[src/rtl/sram_pkg.sv]
// ---------------------------------------------------------------------------
// sram_pkg
// Shared definitions for the two-requester SRAM arbiter.
//   SRAM_AW / SRAM_DW : default SRAM word-address and data widths
//   NREQ              : number of requesters sharing the SRAM port (2)
//   req_idx_t         : index of one requester
//   sram_req_t        : one SRAM access (wen, addr, wdata)
//   idx_onehot()      : requester index -> one-hot requester vector
// ---------------------------------------------------------------------------
package sram_pkg;

    localparam int SRAM_AW = 10;
    localparam int SRAM_DW = 32;
    localparam int NREQ    = 2;

    typedef logic req_idx_t;

    typedef struct packed {
        logic               wen;
        logic [SRAM_AW-1:0] addr;
        logic [SRAM_DW-1:0] wdata;
    } sram_req_t;

    function automatic logic [NREQ-1:0] idx_onehot(input req_idx_t idx);
        logic [NREQ-1:0] v;
        v      = '0;
        v[idx] = 1'b1;
        return v;
    endfunction

endpackage

[src/rtl/sram_if_t.sv]
// ---------------------------------------------------------------------------
// sram_if_t
// Single-port synchronous SRAM connection.
//   wen   : 1 = write wdata to addr this cycle, 0 = read addr
//   addr  : word address
//   wdata : write data
//   rdata : read data, valid the cycle after a read address is presented
// modport master : arbiter side (drives wen/addr/wdata, receives rdata)
// modport slave  : memory side
// ---------------------------------------------------------------------------
interface sram_if_t #(
    parameter int AW = sram_pkg::SRAM_AW,
    parameter int DW = sram_pkg::SRAM_DW
);
    logic          wen;
    logic [AW-1:0] addr;
    logic [DW-1:0] wdata;
    logic [DW-1:0] rdata;

    modport master (output wen, output addr, output wdata, input rdata);
    modport slave  (input wen, input addr, input wdata, output rdata);
endinterface

[src/rtl/sram_arb_pick.sv]
// ---------------------------------------------------------------------------
// sram_arb_pick
// Two-way priority pick. The requester named by i_ptr has priority; if it is
// not requesting, the other requester wins. Purely combinational.
//   i_req : per-requester request vector
//   i_ptr : index of the requester with priority this cycle
//   o_gnt : one-hot grant (all zero when nobody requests)
// ---------------------------------------------------------------------------
module sram_arb_pick
    import sram_pkg::*;
(
    input  logic [NREQ-1:0] i_req,
    input  req_idx_t        i_ptr,
    output logic [NREQ-1:0] o_gnt
);

    req_idx_t w_other;

    assign w_other = ~i_ptr;

    always_comb begin
        o_gnt = '0;
        if (i_req[i_ptr]) begin
            o_gnt = idx_onehot(i_ptr);
        end else if (i_req[w_other]) begin
            o_gnt = idx_onehot(w_other);
        end
    end

endmodule

[src/rtl/sram_arb.sv]
// ---------------------------------------------------------------------------
// sram_arb
// Arbitrates two requesters onto one single-port SRAM.
//
// Configuration macro: SRAM_ARB_RR_EN
//   defined   : round-robin, priority flips to the other requester after
//               every grant (a continuously requesting requester waits at
//               most one cycle)
//   undefined : fixed priority, requester 0 always wins, requester 1 may
//               starve; no pointer register exists
//
// Ports
//   clk        : clock, all state on posedge
//   rst        : asynchronous active-high reset
//   req_vld    : per-requester access request
//   req_rdy    : per-requester accept (at most one bit set)
//   req_wen    : per-requester write enable (1 = write, 0 = read)
//   req_addr   : per-requester word address
//   req_wdata  : per-requester write data
//   rsp_vld    : per-requester read-data valid, one-cycle pulse
//   rsp_rdata  : shared read data, qualified by rsp_vld
//   sram_rw    : SRAM master port
//
// Handshake: a request transfers in the cycle where req_vld[i] & req_rdy[i].
// req_rdy is combinational from req_vld and the priority pointer, so a
// requester must hold wen/addr/wdata stable while req_vld=1 and req_rdy=0.
// A transferred read returns data on rsp_vld[i] exactly one cycle later; a
// transferred write completes in its grant cycle with no response. rsp_vld
// has no backpressure.
//
// AW/DW must match the widths of the sram_rw interface instance and of
// sram_pkg (the request struct is sized by the package).
// ---------------------------------------------------------------------------
module sram_arb
    import sram_pkg::*;
#(
    parameter int AW = SRAM_AW,
    parameter int DW = SRAM_DW
) (
    input  logic                     clk,
    input  logic                     rst,
    input  logic [NREQ-1:0]          req_vld,
    output logic [NREQ-1:0]          req_rdy,
    input  logic [NREQ-1:0]          req_wen,
    input  logic [NREQ-1:0][AW-1:0]  req_addr,
    input  logic [NREQ-1:0][DW-1:0]  req_wdata,
    output logic [NREQ-1:0]          rsp_vld,
    output logic [DW-1:0]            rsp_rdata,
    sram_if_t.master                 sram_rw
);

    // ---------------------------------------------------------------
    // Priority pointer
    // ---------------------------------------------------------------
    req_idx_t        w_ptr;
    logic [NREQ-1:0] w_gnt;
    logic [NREQ-1:0] w_rdy;
    logic            w_acc;
    req_idx_t        w_gidx;
    sram_req_t       w_sel;

`ifdef SRAM_ARB_RR_EN
    req_idx_t r_ptr;

    // After any grant the other requester gets priority next cycle.
    always_ff @(posedge clk or posedge rst) begin
        if (rst) begin
            r_ptr <= 1'b0;
        end else if (w_acc) begin
            r_ptr <= ~w_gidx;
        end
    end

    assign w_ptr = r_ptr;
`else
    assign w_ptr = 1'b0;
`endif

    sram_arb_pick u_pick (
        .i_req (req_vld),
        .i_ptr (w_ptr),
        .o_gnt (w_gnt)
    );

    // Nothing may be accepted while reset is held: the reset is
    // asynchronous, so the combinational ready path is gated directly.
    assign w_rdy   = rst ? '0 : w_gnt;
    assign req_rdy = w_rdy;
    assign w_acc   = |w_rdy;
    assign w_gidx  = w_rdy[1];

    // Granted requester's access, selected combinationally.
    always_comb begin
        w_sel       = '0;
        w_sel.wen   = req_wen[w_gidx];
        w_sel.addr  = req_addr[w_gidx];
        w_sel.wdata = req_wdata[w_gidx];
    end

    // ---------------------------------------------------------------
    // SRAM port: live request when granted, otherwise a harmless read
    // of the last granted address (addr/wdata are held, wen forced low).
    // ---------------------------------------------------------------
    logic [AW-1:0] r_addr;
    logic [DW-1:0] r_wdata;

    always_ff @(posedge clk or posedge rst) begin
        if (rst) begin
            r_addr  <= '0;
            r_wdata <= '0;
        end else if (w_acc) begin
            r_addr  <= w_sel.addr;
            r_wdata <= w_sel.wdata;
        end
    end

    assign sram_rw.wen   = w_acc & w_sel.wen;
    assign sram_rw.addr  = w_acc ? w_sel.addr  : r_addr;
    assign sram_rw.wdata = w_acc ? w_sel.wdata : r_wdata;

    // ---------------------------------------------------------------
    // Read response tracking. Only one access reaches the SRAM per
    // cycle and latency is fixed at one, so a single pending flag plus
    // owner is enough and responses stay in acceptance order.
    // Reset clears r_rd_pend immediately, dropping any in-flight read.
    // ---------------------------------------------------------------
    logic     r_rd_pend;
    req_idx_t r_rd_owner;

    always_ff @(posedge clk or posedge rst) begin
        if (rst) begin
            r_rd_pend  <= 1'b0;
            r_rd_owner <= 1'b0;
        end else begin
            r_rd_pend  <= w_acc & ~w_sel.wen;
            r_rd_owner <= w_gidx;
        end
    end

    assign rsp_vld   = r_rd_pend ? idx_onehot(r_rd_owner) : '0;
    assign rsp_rdata = sram_rw.rdata;

endmodule

[src/flat_wrapper.sv]
// flat-port wrapper written by rule: the top's interface ports become plain ports
module sram_arb_flat import sram_pkg::*;
#(
    parameter int AW = SRAM_AW,
    parameter int DW = SRAM_DW
)
  (clk, rst, req_vld, req_rdy, req_wen, req_addr, req_wdata, rsp_vld, rsp_rdata, sram_rw_wen, sram_rw_addr, sram_rw_wdata, sram_rw_rdata);
  sram_if_t #(.AW(AW), .DW(DW)) sram_rw_i ();
  input  logic clk;
  input  logic rst;
  input  logic [NREQ-1:0] req_vld;
  output logic [NREQ-1:0] req_rdy;
  input  logic [NREQ-1:0] req_wen;
  input  logic [NREQ-1:0][AW-1:0] req_addr;
  input  logic [NREQ-1:0][DW-1:0] req_wdata;
  output logic [NREQ-1:0] rsp_vld;
  output logic [DW-1:0] rsp_rdata;
  output wire logic [$bits(sram_rw_i.wen)-1:0] sram_rw_wen;
  output wire logic [$bits(sram_rw_i.addr)-1:0] sram_rw_addr;
  output wire logic [$bits(sram_rw_i.wdata)-1:0] sram_rw_wdata;
  input wire logic [$bits(sram_rw_i.rdata)-1:0] sram_rw_rdata;
  assign sram_rw_wen = sram_rw_i.wen;
  assign sram_rw_addr = sram_rw_i.addr;
  assign sram_rw_wdata = sram_rw_i.wdata;
  assign sram_rw_i.rdata = sram_rw_rdata;
  sram_arb #(.AW(AW), .DW(DW)) u_core (.clk(clk), .rst(rst), .req_vld(req_vld), .req_rdy(req_rdy), .req_wen(req_wen), .req_addr(req_addr), .req_wdata(req_wdata), .rsp_vld(rsp_vld), .rsp_rdata(rsp_rdata), .sram_rw(sram_rw_i));
endmodule
[config.mk]
export PLATFORM = sky130hd
export DESIGN_NAME = sram_arb_flat
export DESIGN_NICKNAME = d
export VERILOG_FILES = /design/src/rtl/sram_pkg.sv /design/src/rtl/sram_if_t.sv /design/src/rtl/sram_arb_pick.sv /design/src/rtl/sram_arb.sv /design/src/flat_wrapper.sv
export SDC_FILE = /design/constraint.sdc
export NUM_CORES = 1
export LEC_CHECK = 0
export CAP_MARGIN = 15
export CORE_MARGIN = 2
export CORE_UTILIZATION = 30
export CTS_BUF_LIST = sky130_fd_sc_hd__clkbuf_4
export CTS_CLUSTER_SIZE = 28
export DETAILED_ROUTE_END_ITERATION = 8
export GPL_TIMING_DRIVEN = 0
export PLACE_DENSITY = 0.7
export SLEW_MARGIN = 20
export SYNTH_ARGS = -nofsm -noshare
export SYNTH_HDL_FRONTEND = slang
export SYNTH_SLANG_ARGS = --single-unit
export TNS_END_PERCENT = 50
[constraint.sdc]
create_clock -name clk -period 4.1 [get_ports clk]
set_input_delay 0.615 -clock clk [delete_from_list [all_inputs] [get_ports clk]]
set_output_delay 0.615 -clock clk [all_outputs]
set_load 0.02 [all_outputs]
### Word level (Yosys, flattened, before mapping)

Index checks and enable logic that the tools add are counted.

* output and inout port bits: 79
* register bits after elaboration: 44
* input bits: 122
* word-level logic and storage cells: 26

* reduce and logical (&&, ||, !) cells: 2
* $lt $le $gt $ge: 3
* bitwise logic cells: 3
* muxes and demuxes: 14

Operator list (count)
* 32-bit two-way mux: 3
* 10-bit two-way mux: 3
* 2-bit two-way mux: 4
* 1-bit by 2-bit less-than comparator with 1-bit output, second input constant: 2
* 1-bit two-way mux: 3
* 1-bit bitwise AND: 2
* 2-bit OR reduction: 1
* 1-bit demux with 1-bit select: 1
* 1-bit greater-or-equal comparator, second input constant: 1
* 1-bit logical AND: 1
* 1-bit inverter: 1

### Longest topological paths before layout

* word-level depth: 7
* mapped depth: 6
* depth with buffers taken out: 3

### Modules after synthesis

From an unflattened synthesis, not the netlist that was laid out.

* cell total of the unflattened synthesis: 202
* area total of the unflattened synthesis: 2504.9 um2

By module, submodules not included
* sram_arb: area each 2486.1 um2, times used 1, cells each 199, sequential area each 1101.1 um2
* sram_arb_pick: area each 18.8 um2, times used 1, cells each 3, sequential area each 0.0 um2

### Worst setup path after synthesis

Ideal clock, no wire load.

* kind: input to output
* from: in rst
* to: out sram_rw_wdata[22]
* slack: 1.506 ns
* buffers on the path: 1
* arrival: 1.979 ns
* cell stages on the path: 4
* data required time: 3.485 ns
* path through: inv_1 buf_2 o22ai_1 nor3_2

* longest elaborated chain between the ends: 4
* elaborated cells on any way between the ends: 5
* classes of those cells: mux (4); reduce/logical (1)

Ends and longest elaborated chain
* from (decl): RTL line flat_wrapper.sv:10 `input logic rst;`
* 2-bit two-way mux (*): RTL line sram_arb.sv:87 `assign w_rdy = rst ? '0 : w_gnt;`
* 32-bit two-way mux (implied by the code) (2 in series): RTL line sram_arb.sv:97 `w_sel.wdata = req_wdata[w_gidx];`
* 32-bit two-way mux (*): RTL line sram_arb.sv:119 `assign sram_rw.wdata = w_acc ? w_sel.wdata : r_wdata;`
* to (decl): RTL line flat_wrapper.sv:20 `output wire logic [$bits(sram_rw_i.wdata)-1:0] sram_rw_wdata;`

Every way passes the cells marked *; elsewhere a longest branch is shown, timed or not. The select of a mux whose other input is x is not followed.

### Final worst setup path

* from: in rst
* to: out sram_rw_wdata[23]

Same word-level chain as after synthesis.

==> flow_metrics.tcl <==
set metrics [dict create \
    cts_buffers 5 \
    p_per_area_nw_per_um2 291 \
    pwr-share-seq_pct 37.5 \
    hpwl_mm 7.01 \
    grt_max_degree 54 \
    drv_cap 0 \
    worst_hold_slack_ns 0.627 \
    path_common_cell "clkdlybuf4s50_1" \
    die_y_um 103 \
    first_global_vias 2991 \
    ir_drop_uv 149 \
    yosysSeqAreaShare_pct 37.5 \
    drtPass1Iterations 5 \
    dr_total_vias 2923 \
    wirelength_mm 9.51 \
    p_leak_nw 1.83 \
    ant_nets 0 \
    combPwrFrac_pct 42.5 \
    cts_setup_buffers 0 \
    clock_sinks 44 \
    syn_area_per_cell_um2 10.2 \
    avgViaCountPerCell 4.92 \
    clk_pin_slew_ns 0.13 \
    nets 582 \
    intPower_mw 0.929 \
    min_period_ns 3.65 \
    final_cell_mix "clkdlybuf4s50_1 (166), nor3_2 (78), nor3_1 (48)" \
    critical_path.max_stage_delay_ns 0.67 \
    synth_area_um2 2940 \
    grt_first_pass_wirelength_mm 14.5 \
    die_w_um 103 \
    synth_fp_nets 409 \
    ctsHoldBuffers 0 \
    drv_slew 0 \
    remaining_drc_errors 0 \
    status "completed" \
    cp-end-kind "output port" \
    n_antenna_cell 0 \
    multiInputGateArea_um2 1350 \
    yosys_warnings 0 \
    finalSetupViolations 0 \
    ctsResizeCount 0 \
    final_common_cell "clkdlybuf4s50_1" \
    clk_latency_ns 0.36 \
    core_um2 9640 \
    place.gp.congestion 0.753 \
    rsz0062_at_grt "false" \
    nFillCells 899 \
    io_pins 201 \
    max_freq_ghz 0.274 \
    wl_per_cell_um 16.0 \
    cts_buffer_depth 2 \
    grt_usage_pct 17.4 \
    start_util_pct 30.5 \
    io_buffers 166 \
    worst_pin_slew_ns 0.682 \
    critical-path-slowest-cell "clkdlybuf4s50_1" \
    cp.arrival_ns 3.03 \
    critical-path-top-delay-family "buffers and inverters" \
    critical_path_required_ns 3.48 \
    slew_headroom_pct 54.6 \
    yosysUniqueCellTypes 20 \
    pwr-share-clk_pct 20.0 \
    cts-root-buf "clkbuf_4" \
    finalSetupTns_ns 0 \
    antenna_found_initial 0 \
    fin_crit_sh_pct 89.0 \
    cts_tree "done" \
    ys_ff_latch 44 \
    areaGrowthSynthToFinish_pct 64.9 \
    htreeDepth 2 \
    die-area_um2 10600 \
    p_sw_share_pct 34.1 \
    netlist_instances 287 \
    drive_gt1_share_pct 30.6 \
    start_kind "input pin" \
    grt_overflow 0 \
    worstPathCellList "clkdlybuf4s50_1 > inv_1 > buf_4 > o22ai_1 > nor3_2 > clkdlybuf4s50_1" \
    crit_path_max_fanout 53 \
    power.net_switching_mw 0.481 \
    regArea_um2 1100 \
    fin_skew_ns 0 \
    rows 36 \
    hold_path.class "reg2reg" \
    path_class "in2out" \
    hold_viol 0 \
    cp.buffers_inverters 4 \
    drtIter0Drc 79 \
]
cell usage after synthesis:
cell	instances	area, um^2
dfrtp_1	44	1100
buf_2	7	35.0
a21oi_1	2	10.0
clkbuf_1	6	22.5
buf_12	4	80.1
nor2b_1	2	12.5
nor3_1	48	240
and2_1	1	6.26
inv_1	1	3.75
nand2b_1	1	6.26
nand2_1	1	3.75
buf_6	3	33.8
nand2b_2	1	8.76
nand3b_1	1	7.51
nor2_1	3	11.3
nor3_2	78	781
buf_4	39	293
inv_2	1	3.75
clkbuf_4	2	15.0
o22ai_1	42	263
final timing paths:
kind / depth (start not counted) / slack (ns) / endpoint / start
setup / recovery: 6 / 0.45 / sram_rw_wdata[23] / rst
hold / removal: 2 / 0.63 / u_core.r_wdata[16] / u_core.r_wdata[16]
setup reg to reg: 2 / 3.26 / u_core.r_wdata[14] / u_core.r_wdata[14]
hold reg to reg: 2 / 0.63 / u_core.r_wdata[16] / u_core.r_wdata[16]
max in group asynchronous: 3 / 2.56 / u_core.r_wdata[18] / rst
min in group asynchronous: 3 / 1.09 / u_core.r_addr[0] / rst
layer usage:
metal / share of wire, % / wire length, um / GRT usage (%)
met5: 0 / 0 / 0
met4: 0.76 / 72 / 3.54
met3: 7.3 / 693 / 4.20
met2: 51 / 4860 / 31.4
met1: 41 / 3880 / 21.1
power by group through the flow:
stage | Clock [mW] | Combinational, mW | Sequential (mW)
6_report | 0.282 | 0.599 | 0.529
5_1_grt | 0.305 | 0.640 | 0.535
4_1_cts | 0.291 | 0.607 | 0.528
3_5_place_dp | 0 | 0.604 | 0.537
3_3_place_gp | 0 | 0.598 | 0.533
2_1_floorplan | 0 | 0.315 | 0.529
kinds of logic after synthesis:
family | after synthesis | share of synthesized area [%]
flops | 44 | 37.5
simple gates | 136 | 36.7
buf+inv | 63 | 16.6
compound gates | 44 | 9.28
worst reg2reg max path: cells and delay by family, from the launching register on:
kind / cells / cell delay [ns]
and+or+nand+nor: 2 / 0.32
DFF: 1 / 0.42
layout make-up:
cell class              instances  share of cell area, %
repair buffers                166                   34.3
well taps                     133                   3.44
plain buffers                  61                   9.95
clock buffers                   5                  0.775
clock inverters                 3                  0.775
inverters                       2                  0.155
multi-input cells             180                   27.9
flip-flops and latches         44                   22.7
stage by stage:
step                      instances  utilization (%)  setup WS [ns]  cell area, um^2  total power [mW]
after floorplan                 287                -           1.51             2940             0.844
after global placement          586             49.4         0.0749             4770              1.13
after detailed placement        586             49.5          0.437             4770              1.14
after CTS                       594             50.2          0.412             4840              1.43
after global routing            594             50.2          0.242             4840              1.48
final                           594             50.2          0.451             4840              1.41
state kept, by name, summed over array words and instances (netlist names):
signal,flops
u_core.r_wdata,32
u_core.r_rd_pend,1
u_core.r_rd_owner,1
u_core.r_addr,10
No activity file was read; power rests on OpenSTA's default activity.
